**src/rtl/shift_xfer_ctrl_pkg.sv**
```systemverilog
// ---------------------------------------------------------------------------
// shift_xfer_ctrl_pkg
// Shared definitions for the shift-register transfer controller.
//   - xfer_state_e : controller FSM states
//   - MODE_*       : datapath mode encoding (parallel-in/serial-out vs
//                    serial-in/parallel-out)
//   - DIR_*        : datapath shift direction encoding
//   - DEFAULT_WIDTH: default datapath width
// ---------------------------------------------------------------------------
package shift_xfer_ctrl_pkg;

  localparam int DEFAULT_WIDTH = 4;

  localparam logic MODE_PISO = 1'b0;
  localparam logic MODE_SIPO = 1'b1;

  localparam logic DIR_RIGHT = 1'b0;
  localparam logic DIR_LEFT  = 1'b1;

  typedef enum logic [2:0] {
    IDLE   = 3'd0,
    LOAD   = 3'd1,
    SHIFT  = 3'd2,
    FINISH = 3'd3,
    HOLD   = 3'd4
  } xfer_state_e;

endpackage

```
**src/rtl/shift_xfer_ctrl_rr_arb2.sv**
```systemverilog
// ---------------------------------------------------------------------------
// xfer_rr_arb2
// Two-way round-robin arbiter between a transmit and a receive requester.
// When both request together, the side that was not granted last wins.
// The last-grant flag comes out of reset pointing at RX, so TX wins the
// first contested arbitration.
//
// Ports
//   clk, rst  : clock, asynchronous active-high reset
//   req_tx    : transmit request
//   req_rx    : receive request
//   en        : arbitration enable (grants only issued while high)
//   gnt_tx    : transmit grant (combinational)
//   gnt_rx    : receive grant (combinational)
//   last_tx   : last-grant flag, 1 = TX was granted most recently
// ---------------------------------------------------------------------------
module xfer_rr_arb2 (
  input  logic clk,
  input  logic rst,
  input  logic req_tx,
  input  logic req_rx,
  input  logic en,
  output logic gnt_tx,
  output logic gnt_rx,
  output logic last_tx
);

  logic lastTx_q;
  logic lastTx_d;

  // A side loses a contested request only if it was the one served last.
  assign gnt_tx = en & req_tx & (~req_rx | ~lastTx_q);
  assign gnt_rx = en & req_rx & (~req_tx |  lastTx_q);

  assign last_tx = lastTx_q;

  // The flag only moves when a grant is actually issued.
  always_comb begin
    lastTx_d = lastTx_q;
    if (gnt_tx) begin
      lastTx_d = 1'b1;
    end else if (gnt_rx) begin
      lastTx_d = 1'b0;
    end
  end

  always_ff @(posedge clk or posedge rst) begin
    if (rst) begin
      lastTx_q <= 1'b0;
    end else begin
      lastTx_q <= lastTx_d;
    end
  end

endmodule

```
**src/rtl/shift_xfer_ctrl.sv**
```systemverilog
// ---------------------------------------------------------------------------
// shift_xfer_ctrl
// Controller for an external shift-register datapath. Serialises a word
// (PISO transmit) or collects a word (SIPO receive), one transfer at a time,
// with round-robin arbitration between the two request sides.
//
// Sequence per transfer: IDLE -> LOAD (1 cycle, ld) -> SHIFT (WIDTH cycles,
// shft_en) -> FINISH -> IDLE for transmit, or FINISH -> HOLD -> IDLE for
// receive, where HOLD presents rx_data until the consumer takes it.
//
// Ports
//   clk, rst     : clock, asynchronous active-high reset
//   tx_valid     : transmit request, word on tx_data, direction on tx_dir
//   tx_ready     : controller can accept a transmit request
//   tx_done      : one-cycle pulse in FINISH of a transmit
//   rx_valid_in  : receive request, direction on rx_dir
//   rx_ack       : one-cycle pulse after a receive request is accepted
//   rx_valid     : received word presented on rx_data (HOLD)
//   rx_ready     : consumer takes rx_data
//   sr_q         : current datapath shift-register contents
//   ld, ld_data  : datapath parallel load strobe and value
//   shft_en      : datapath shift enable
//   mode, dir    : datapath mode (0 PISO, 1 SIPO) and direction (0 right)
//   busy         : controller is not in IDLE
// ---------------------------------------------------------------------------
module shift_xfer_ctrl
  import shift_xfer_ctrl_pkg::*;
#(
  parameter int WIDTH = DEFAULT_WIDTH
) (
  input  logic             clk,
  input  logic             rst,
  input  logic             tx_valid,
  output logic             tx_ready,
  input  logic [WIDTH-1:0] tx_data,
  input  logic             tx_dir,
  output logic             tx_done,
  input  logic             rx_valid_in,
  output logic             rx_ack,
  input  logic             rx_dir,
  output logic             rx_valid,
  input  logic             rx_ready,
  output logic [WIDTH-1:0] rx_data,
  input  logic [WIDTH-1:0] sr_q,
  output logic             ld,
  output logic [WIDTH-1:0] ld_data,
  output logic             shft_en,
  output logic             mode,
  output logic             dir,
  output logic             busy
);

  localparam int CNT_W = $clog2(WIDTH + 1);

  xfer_state_e      state_q,  state_d;
  logic [CNT_W-1:0] bitCnt_q, bitCnt_d;
  logic             mode_q,   mode_d;
  logic             dir_q,    dir_d;
  logic [WIDTH-1:0] ldData_q, ldData_d;
  logic [WIDTH-1:0] rxData_q, rxData_d;
  logic             rxAck_q,  rxAck_d;

  logic gntTx;
  logic gntRx;
  logic lastTx;
  logic isIdle;

  assign isIdle = (state_q == IDLE);

  xfer_rr_arb2 u_arb (
    .clk     (clk),
    .rst     (rst),
    .req_tx  (tx_valid),
    .req_rx  (rx_valid_in),
    .en      (isIdle),
    .gnt_tx  (gntTx),
    .gnt_rx  (gntRx),
    .last_tx (lastTx)
  );

  // Next-state logic. Transfer parameters (data, direction, mode) are
  // captured only on acceptance so later input changes cannot disturb a
  // transfer in flight. rx_ack is registered, so it shows up alongside
  // the LOAD cycle rather than combinationally in IDLE.
  always_comb begin
    state_d  = state_q;
    bitCnt_d = bitCnt_q;
    mode_d   = mode_q;
    dir_d    = dir_q;
    ldData_d = ldData_q;
    rxData_d = rxData_q;
    rxAck_d  = 1'b0;

    case (state_q)
      IDLE: begin
        bitCnt_d = '0;
        if (gntTx) begin
          ldData_d = tx_data;
          dir_d    = tx_dir ? DIR_LEFT : DIR_RIGHT;
          mode_d   = MODE_PISO;
          state_d  = LOAD;
        end else if (gntRx) begin
          ldData_d = '0;
          dir_d    = rx_dir ? DIR_LEFT : DIR_RIGHT;
          mode_d   = MODE_SIPO;
          rxAck_d  = 1'b1;
          state_d  = LOAD;
        end
      end

      LOAD: begin
        bitCnt_d = '0;
        state_d  = SHIFT;
      end

      // bitCnt_q counts shifts already issued; the WIDTH-th shift is the
      // one issued while the count reads WIDTH-1.
      SHIFT: begin
        if (bitCnt_q == CNT_W'(WIDTH - 1)) begin
          bitCnt_d = '0;
          state_d  = FINISH;
        end else begin
          bitCnt_d = bitCnt_q + CNT_W'(1);
        end
      end

      // The last shift has landed in sr_q by now, so a receive captures it.
      FINISH: begin
        if (mode_q == MODE_SIPO) begin
          rxData_d = sr_q;
          state_d  = HOLD;
        end else begin
          state_d  = IDLE;
        end
      end

      HOLD: begin
        if (rx_ready) begin
          state_d = IDLE;
        end
      end

      default: begin
        state_d = IDLE;
      end
    endcase
  end

  always_ff @(posedge clk or posedge rst) begin
    if (rst) begin
      state_q  <= IDLE;
      bitCnt_q <= '0;
      mode_q   <= MODE_PISO;
      dir_q    <= DIR_RIGHT;
      ldData_q <= '0;
      rxData_q <= '0;
      rxAck_q  <= 1'b0;
    end else begin
      state_q  <= state_d;
      bitCnt_q <= bitCnt_d;
      mode_q   <= mode_d;
      dir_q    <= dir_d;
      ldData_q <= ldData_d;
      rxData_q <= rxData_d;
      rxAck_q  <= rxAck_d;
    end
  end

  // Strobes are pure state decodes; only tx_ready looks at an input, so a
  // transmitter sees immediately when a pending receive will win.
  assign ld       = (state_q == LOAD);
  assign shft_en  = (state_q == SHIFT);
  assign tx_done  = (state_q == FINISH) && (mode_q == MODE_PISO);
  assign rx_valid = (state_q == HOLD);
  assign busy     = !isIdle;
  assign rx_ack   = rxAck_q;
  assign mode     = mode_q;
  assign dir      = dir_q;
  assign ld_data  = ldData_q;
  assign rx_data  = rxData_q;
  assign tx_ready = isIdle && !(rx_valid_in && lastTx);

endmodule

```
**config.mk**
```make
export PLATFORM = sky130hd
export DESIGN_NAME = shift_xfer_ctrl
export DESIGN_NICKNAME = d
export VERILOG_FILES = /design/src/rtl/shift_xfer_ctrl_pkg.sv /design/src/rtl/shift_xfer_ctrl_rr_arb2.sv /design/src/rtl/shift_xfer_ctrl.sv
export SDC_FILE = /design/constraint.sdc
export NUM_CORES = 1
export LEC_CHECK = 0
export CORE_UTILIZATION = 59
export DETAILED_ROUTE_END_ITERATION = 16
export DONT_BUFFER_PORTS = 1
export PLACE_DENSITY = 0.8
export SLEW_MARGIN = 30
export SYNTH_ARGS = -nofsm -noshare
export SYNTH_HDL_FRONTEND = slang
export SYNTH_HIERARCHICAL = 1
export SYNTH_SLANG_ARGS = --single-unit
```
**constraint.sdc**
```tcl
create_clock -name clk -period 2.8 [get_ports clk]
set_input_delay 0.42 -clock clk [delete_from_list [all_inputs] [get_ports clk]]
set_output_delay 0.42 -clock clk [all_outputs]
set_load 0.005 [all_outputs]
```
==> results of run 1 <==
power by group:
| part | internal [uW] | switching (uW) |
|---|---|---|
| combinational | 168 | 172 |
| sequential | 368 | 115 |
| clock | 79.2 | 78.4 |
| total | 615 | 365 |
logic make-up after synthesis:
logic type	after synthesis	synth area share, %
adders and majority gates	1	1.50
buffers and inverters	10	6.30
muxes	5	6.60
xor gates and xnor gates	1	1.05
and+or+nand+nor	25	16.3
DFF	18	54.0
AOI/OAI and AO/OA	17	14.2
flip-flops by register name, indices dropped and copies added (netlist names):
signal / count
bitCnt_q: 3
u_arb/last_tx: 1
dir: 1
rx_ack: 1
state_q: 3
mode: 1
ld_data: 4
rx_data: 4
per-layer routing:
layer | vias up | share of wire (%) | routed length, um
met3 | 2 | 5.8 | 77
met1 | 265 | 45 | 597
met2 | 16 | 47 | 627
met4 | 0 | 1.4 | 18
met5 | - | 0 | 0
li1 | 270 | - | -
per-stage QoR:
stage                     cells  power, uW  setup WS, ns  cell area, um^2  utilization, %
after detailed placement     89        832         0.656              832            63.9
after global placement       89        815         0.717              832            63.9
after CTS                    94        993         0.619              878            67.5
after floorplan              77        783         0.865              835               -
after global routing         94       1060         0.408              878            67.5
final                        94        980         0.632              878            67.5
final timing paths:
| kind | end | slack [ns] | cells after the start |
|---|---|---|---|
| max | state_q[0] | 0.63 | 6 |
| min | rx_ack | 0.07 | 1 |
| max reg2reg | state_q[0] | 0.63 | 6 |
| min reg2reg | bitCnt_q[0] | 0.49 | 1 |
| max in group asynchronous | u_arb/last_tx | 2.32 | 2 |
| min in group clk | state_q[2] | 0.24 | 1 |
final cells by class:
cell class | count | area (um^2)
clock buffer | 4 | 36.3
fill | 108 | 423
timing repair buffer | 1 | 10.0
tap | 15 | 18.8
sequential | 18 | 450
inverter | 7 | 31.3
multi-input combinational | 49 | 332
worst max-delay path: stages, from the launching register on:
cell and delay (ns):
dfrtp_1 0.51, or3_4 0.47, clkinv_4 0.09, nand2_1 0.09, a21oi_1 0.42, nor3_1 0.10, a2111oi_0 0.37
synthesized netlist by cell type, drive strengths merged:
cell     number  area, um^2
and3          1        6.26
nand4b        1        8.76
buf           3        21.3
xnor2         1        8.76
nand3         1        5.00
o21ai         2        13.8
and2          2        15.0
o22ai         1        6.26
mux2i         1        10.0
a2111oi       1        8.76
nor2          5        18.8
mux2          4        45.0
a22o          4        35.0
o221a         1        11.3
ha            1        12.5
or3           1        11.3
nor3b         2        15.0
inv           6        22.5
nand2b        2        12.5
dfrtp        18         450
nor3          3        15.0
a21oi         8        43.8
nor2b         1        6.26
nand2         6        22.5
clkinv        1        8.76
timing repair:
action	in CTS	in global routing
resized for setup	0	0
hold buffers	1	0
endpoints found under the hold margin	1	0
setup buffers	0	0
==> flow_summary_export.csv, run 1 <==
group,metric,value,unit
clocking,htree_levels,1,
route,drtAntennaViolNets,0,
final_layout,final_layout_size_suffix_gt1_share,16.5,%
floorplan,die_area,1570,um^2
placement,place.port_buffers,0,
setup_path,cp_max_fo,12,
floorplan,ioPinCount,32,
placement,gp_congestion,0.690,
power_and_ir_drop,p_per_area,1120,nW/um^2
timing,worst_pin_slew,0.612,ns
grt,met1_usage,22.5,%
floorplan,die_h,39.6,um
setup_path,crit_start,"state_q[1]",
timing,rsz0062_at_grt,"no",
synthesis,synth_cells,77,
floorplan,rows,13,
route,vias_per_cell,5.88,
final_layout,antennaDiodeCount,0,
grt,grt.overflow.total,0,
final_layout,layout_common_cells,"dfrtp_1 (18), a21oi_1 (7), inv_1 (6), nand2_1 (6), nor2_1 (5)",
final_layout,nNetsFinal,96,
setup_path,critPathKind,"register to register",
route,avgRoutedWirePerCell,14.1,um
grt,antenna_found_initial,0,
clocking,clkSinkCount,18,
setup_path,r2r_start,"state_q[1]",
route,num_vias,553,
timing,finalCritPeriodShare,77.4,%
synthesis,yosysUniqueCellTypes,29,
timing,skew,0.00361,ns
clocking,clock_latency,0.29,ns
final_layout,areaGrowthSynthToFinish,5.25,%
route,drt_wl_total,1320,um
synthesis,ys_warn_count,6,
outcome,outcome,"finished, final reports clean",
grt,grt_pass1_wl,1860,um
synthesis,ys_seq_elements,18,
clocking,clockBufferDepth,2,
setup_path,cp.arrival,2.34,ns
setup_path,critPathLaunchType,"register",
timing,finalCriticalPeriod,2.17,ns
clocking,cts_tree,"built",
grt,grt-busiest-layer,"met2",
clocking,clockRootBuffer,"clkbuf_4",
floorplan,core_area,1300,um^2
route,drc,0,
grt,groute.usage.overall,18.7,%
synthesis,seq_area_frac_synth,54.0,%
synthesis,syn_nets,93,
route,initialDrtViolationCount,6,
floorplan,initial_core_util,64.1,%
synthesis,syn-cell-area,835,um^2
grt,grt_pass1_vias,453,
setup_path,required,2.97,ns
timing,holdWs,0.0744,ns
run,cap_viol_max_count,0,
clocking,path_clk_slew,0.10,ns
timing,slew_viol_final,0,
setup_path,endpoint_kind,"register",
final_layout,layout_commonest_cell,"dfrtp_1",
grt,use_met2,29.5,%
placement,dpl.hpwl,987,um
grt,grt_max_degree,18,
power_and_ir_drop,leakagePower,0.000407,uW
timing,setup_violations,0,
grt,use_met3,5.68,%
clocking,numCtsBuffers,3,
timing,setup-tns-final,0,ns
min_path,hold_path_class,"primary input to asynchronous set/reset pin",
timing,fmax,461,MHz
timing,final-hold-violation-count,0,
power_and_ir_drop,worst_ir_drop_vdd,0.694,mV
route,drtPass1Iterations,4,
timing,max-slew-margin-rel,59.1,%
synthesis,avgSynthCellArea,10.8,um^2
floorplan,die_w,39.6,um
Note: power is estimated with default switching activity, not from simulation.
==> inputs of run 2 (changes only) <==
Clock period 2.8 ns to 2.2 ns, I/O delays scaled along.
==> flow_summary_export.csv, run 2 (synthesized netlist as in run 1, its figures left out) <==
group,metric,value,unit
clocking,postCtsSetupRepairBufs,0,
timing,worst_pin_slew,0.613,ns
placement,gp_congestion,0.716,
setup_path,critPathLaunchType,"register",
final_layout,layout_common_cells,"dfrtp_1 (18), a21oi_1 (7), inv_1 (6), nand2_1 (6), nor2_1 (5)",
timing,max-slew-margin-rel,59.1,%
grt,grt_pass1_wl,2240,um
timing,setup_violations,0,
floorplan,initial_core_util,64.1,%
final_layout,final_area,895,um^2
final_layout,antennaDiodeCount,0,
timing,final-hold-violation-count,16,
grt,groute.usage.overall,22.5,%
route,drc,0,
grt,use_met2,40.6,%
clocking,numCtsBuffers,3,
grt,use_met3,5.11,%
clocking,htree_levels,1,
clocking,cts_hold_buf,1,
final_layout,areaGrowthSynthToFinish,7.20,%
setup_path,path_delay_family,"simple AND/OR/NAND/NOR gates",
floorplan,die_w,39.6,um
placement,place.port_buffers,0,
floorplan,core_area,1300,um^2
final_layout,layout_commonest_cell,"dfrtp_1",
timing,setup-tns-final,0,ns
clocking,path_clk_slew,0.09,ns
timing,finalCriticalPeriod,1.96,ns
timing,slew_viol_final,0,
floorplan,rows,13,
final_layout,regArea,450,um^2
setup_path,crit_start,"state_q[0]",
clocking,clkSinkCount,18,
clocking,clockRootBuffer,"clkbuf_4",
setup_path,max_stage_delay,0.49,ns
power_and_ir_drop,leakagePower,0.000421,uW
grt,grt_pass1_vias,543,
outcome,outcome,"complete, but fails checks",
setup_path,critPathKind,"register to register",
setup_path,cp.arrival,2.11,ns
floorplan,ioPinCount,32,
setup_path,endpoint_kind,"register",
setup_path,path_cells,"or3_4 > clkinv_4 > nand2_1 > a21oi_1 > buf_4 > nor3_1 > a2111oi_0",
final_layout,fill_cells,107,
run,cap_viol_max_count,0,
timing,finalWorstSetupSlack,0.236,ns
outcome,violations,"hold timing",
route,drtPass1Iterations,4,
power_and_ir_drop,worst_ir_drop_vdd,0.876,mV
route,drt_wl_total,1550,um
timing,fmax,509,MHz
grt,grt_max_degree,18,
clocking,clockBufferDepth,2,
timing,rsz0062_at_grt,"no",
route,initialDrtViolationCount,14,
timing,finalCritPeriodShare,89.3,%
route,avgRoutedWirePerCell,15.9,um
final_layout,final_layout_size_suffix_gt1_share,19.5,%
setup_path,slowest_stage,"dfrtp_1",
placement,post-place-ws,0.271,ns
floorplan,die_h,39.6,um
timing,holdWs,-0.00114,ns
floorplan,die_area,1570,um^2
route,num_vias,576,
clocking,postCtsResizedCells,0,
final_layout,multi_input_area,332,um^2
placement,placed_cells_incl_taps,93,
setup_path,r2r_start,"state_q[0]",
grt,met1_usage,26.6,%
grt,grt-busiest-layer,"met2",
setup_path,required,2.35,ns
route,drtAntennaViolNets,0,
placement,place_area,862,um^2
final_layout,fin_cells,97,
route,vias_per_cell,5.94,
clocking,clock_latency,0.28,ns
grt,antenna_found_initial,0,
placement,dpl.hpwl,1210,um
power_and_ir_drop,p_per_area,1410,nW/um^2
timing,skew,0.000774,ns
setup_path,crit_buf_inv,2,
clocking,cts_tree,"built",
grt,grt.overflow.total,0,
setup_path,cp_max_fo,10,
final_layout,nNetsFinal,100,
min_path,hold_path_class,"primary input to asynchronous set/reset pin",
==> run 2: final timing paths <==
kind	end	slack (ns)	depth (start not counted)
hold / removal	rx_ack	-0.001	1
hold reg to reg	bitCnt_q[0]	0.49	1
max in group asynchronous	u_arb/last_tx	1.80	2
min in group clk	state_q[2]	0.14	1
setup / recovery	state_q[0]	0.24	7
setup reg to reg	state_q[0]	0.24	7
==> run 2: layout make-up <==
class | instances | share of cell area [%]
Sequential cell | 18 | 50.3
Inverter | 7 | 3.50
Tap cell | 15 | 2.10
Timing Repair Buffer | 5 | 4.48
Multi-Input combinational cell | 49 | 37.1
Clock buffer | 3 | 2.52
==> run 2: metal layers <==
layer,vias to the layer above,share of wire [%],wire [um]
li1,278,-,-
met1,276,42,655
met2,20,52,811
met3,2,4.4,68
met4,0,0.78,12
met5,-,0,0
==> run 2: report_power, final <==
part           switching (uW)  leakage [uW]  internal, uW
Clock                    92.0     0.0000138          63.5
Combinational             277      0.000179           248
Sequential                114      0.000227           469
Total                     483      0.000421           780
==> run 2: stage by stage <==
step | util, % | total power, uW
finish | 68.8 | 1260
global route | 68.8 | 1360
CTS | 68.8 | 1270
detailed placement | 66.3 | 1120
global placement | 66.3 | 1080
floorplan | - | 996
==> run 2: worst register-to-register path: stages, from the launching register on <==
cell and delay, ns:
dfrtp_1 0.49, or3_4 0.45, clkinv_4 0.10, nand2_1 0.05, a21oi_1 0.13, buf_4 0.16, nor3_1 0.05, a2111oi_0 0.41
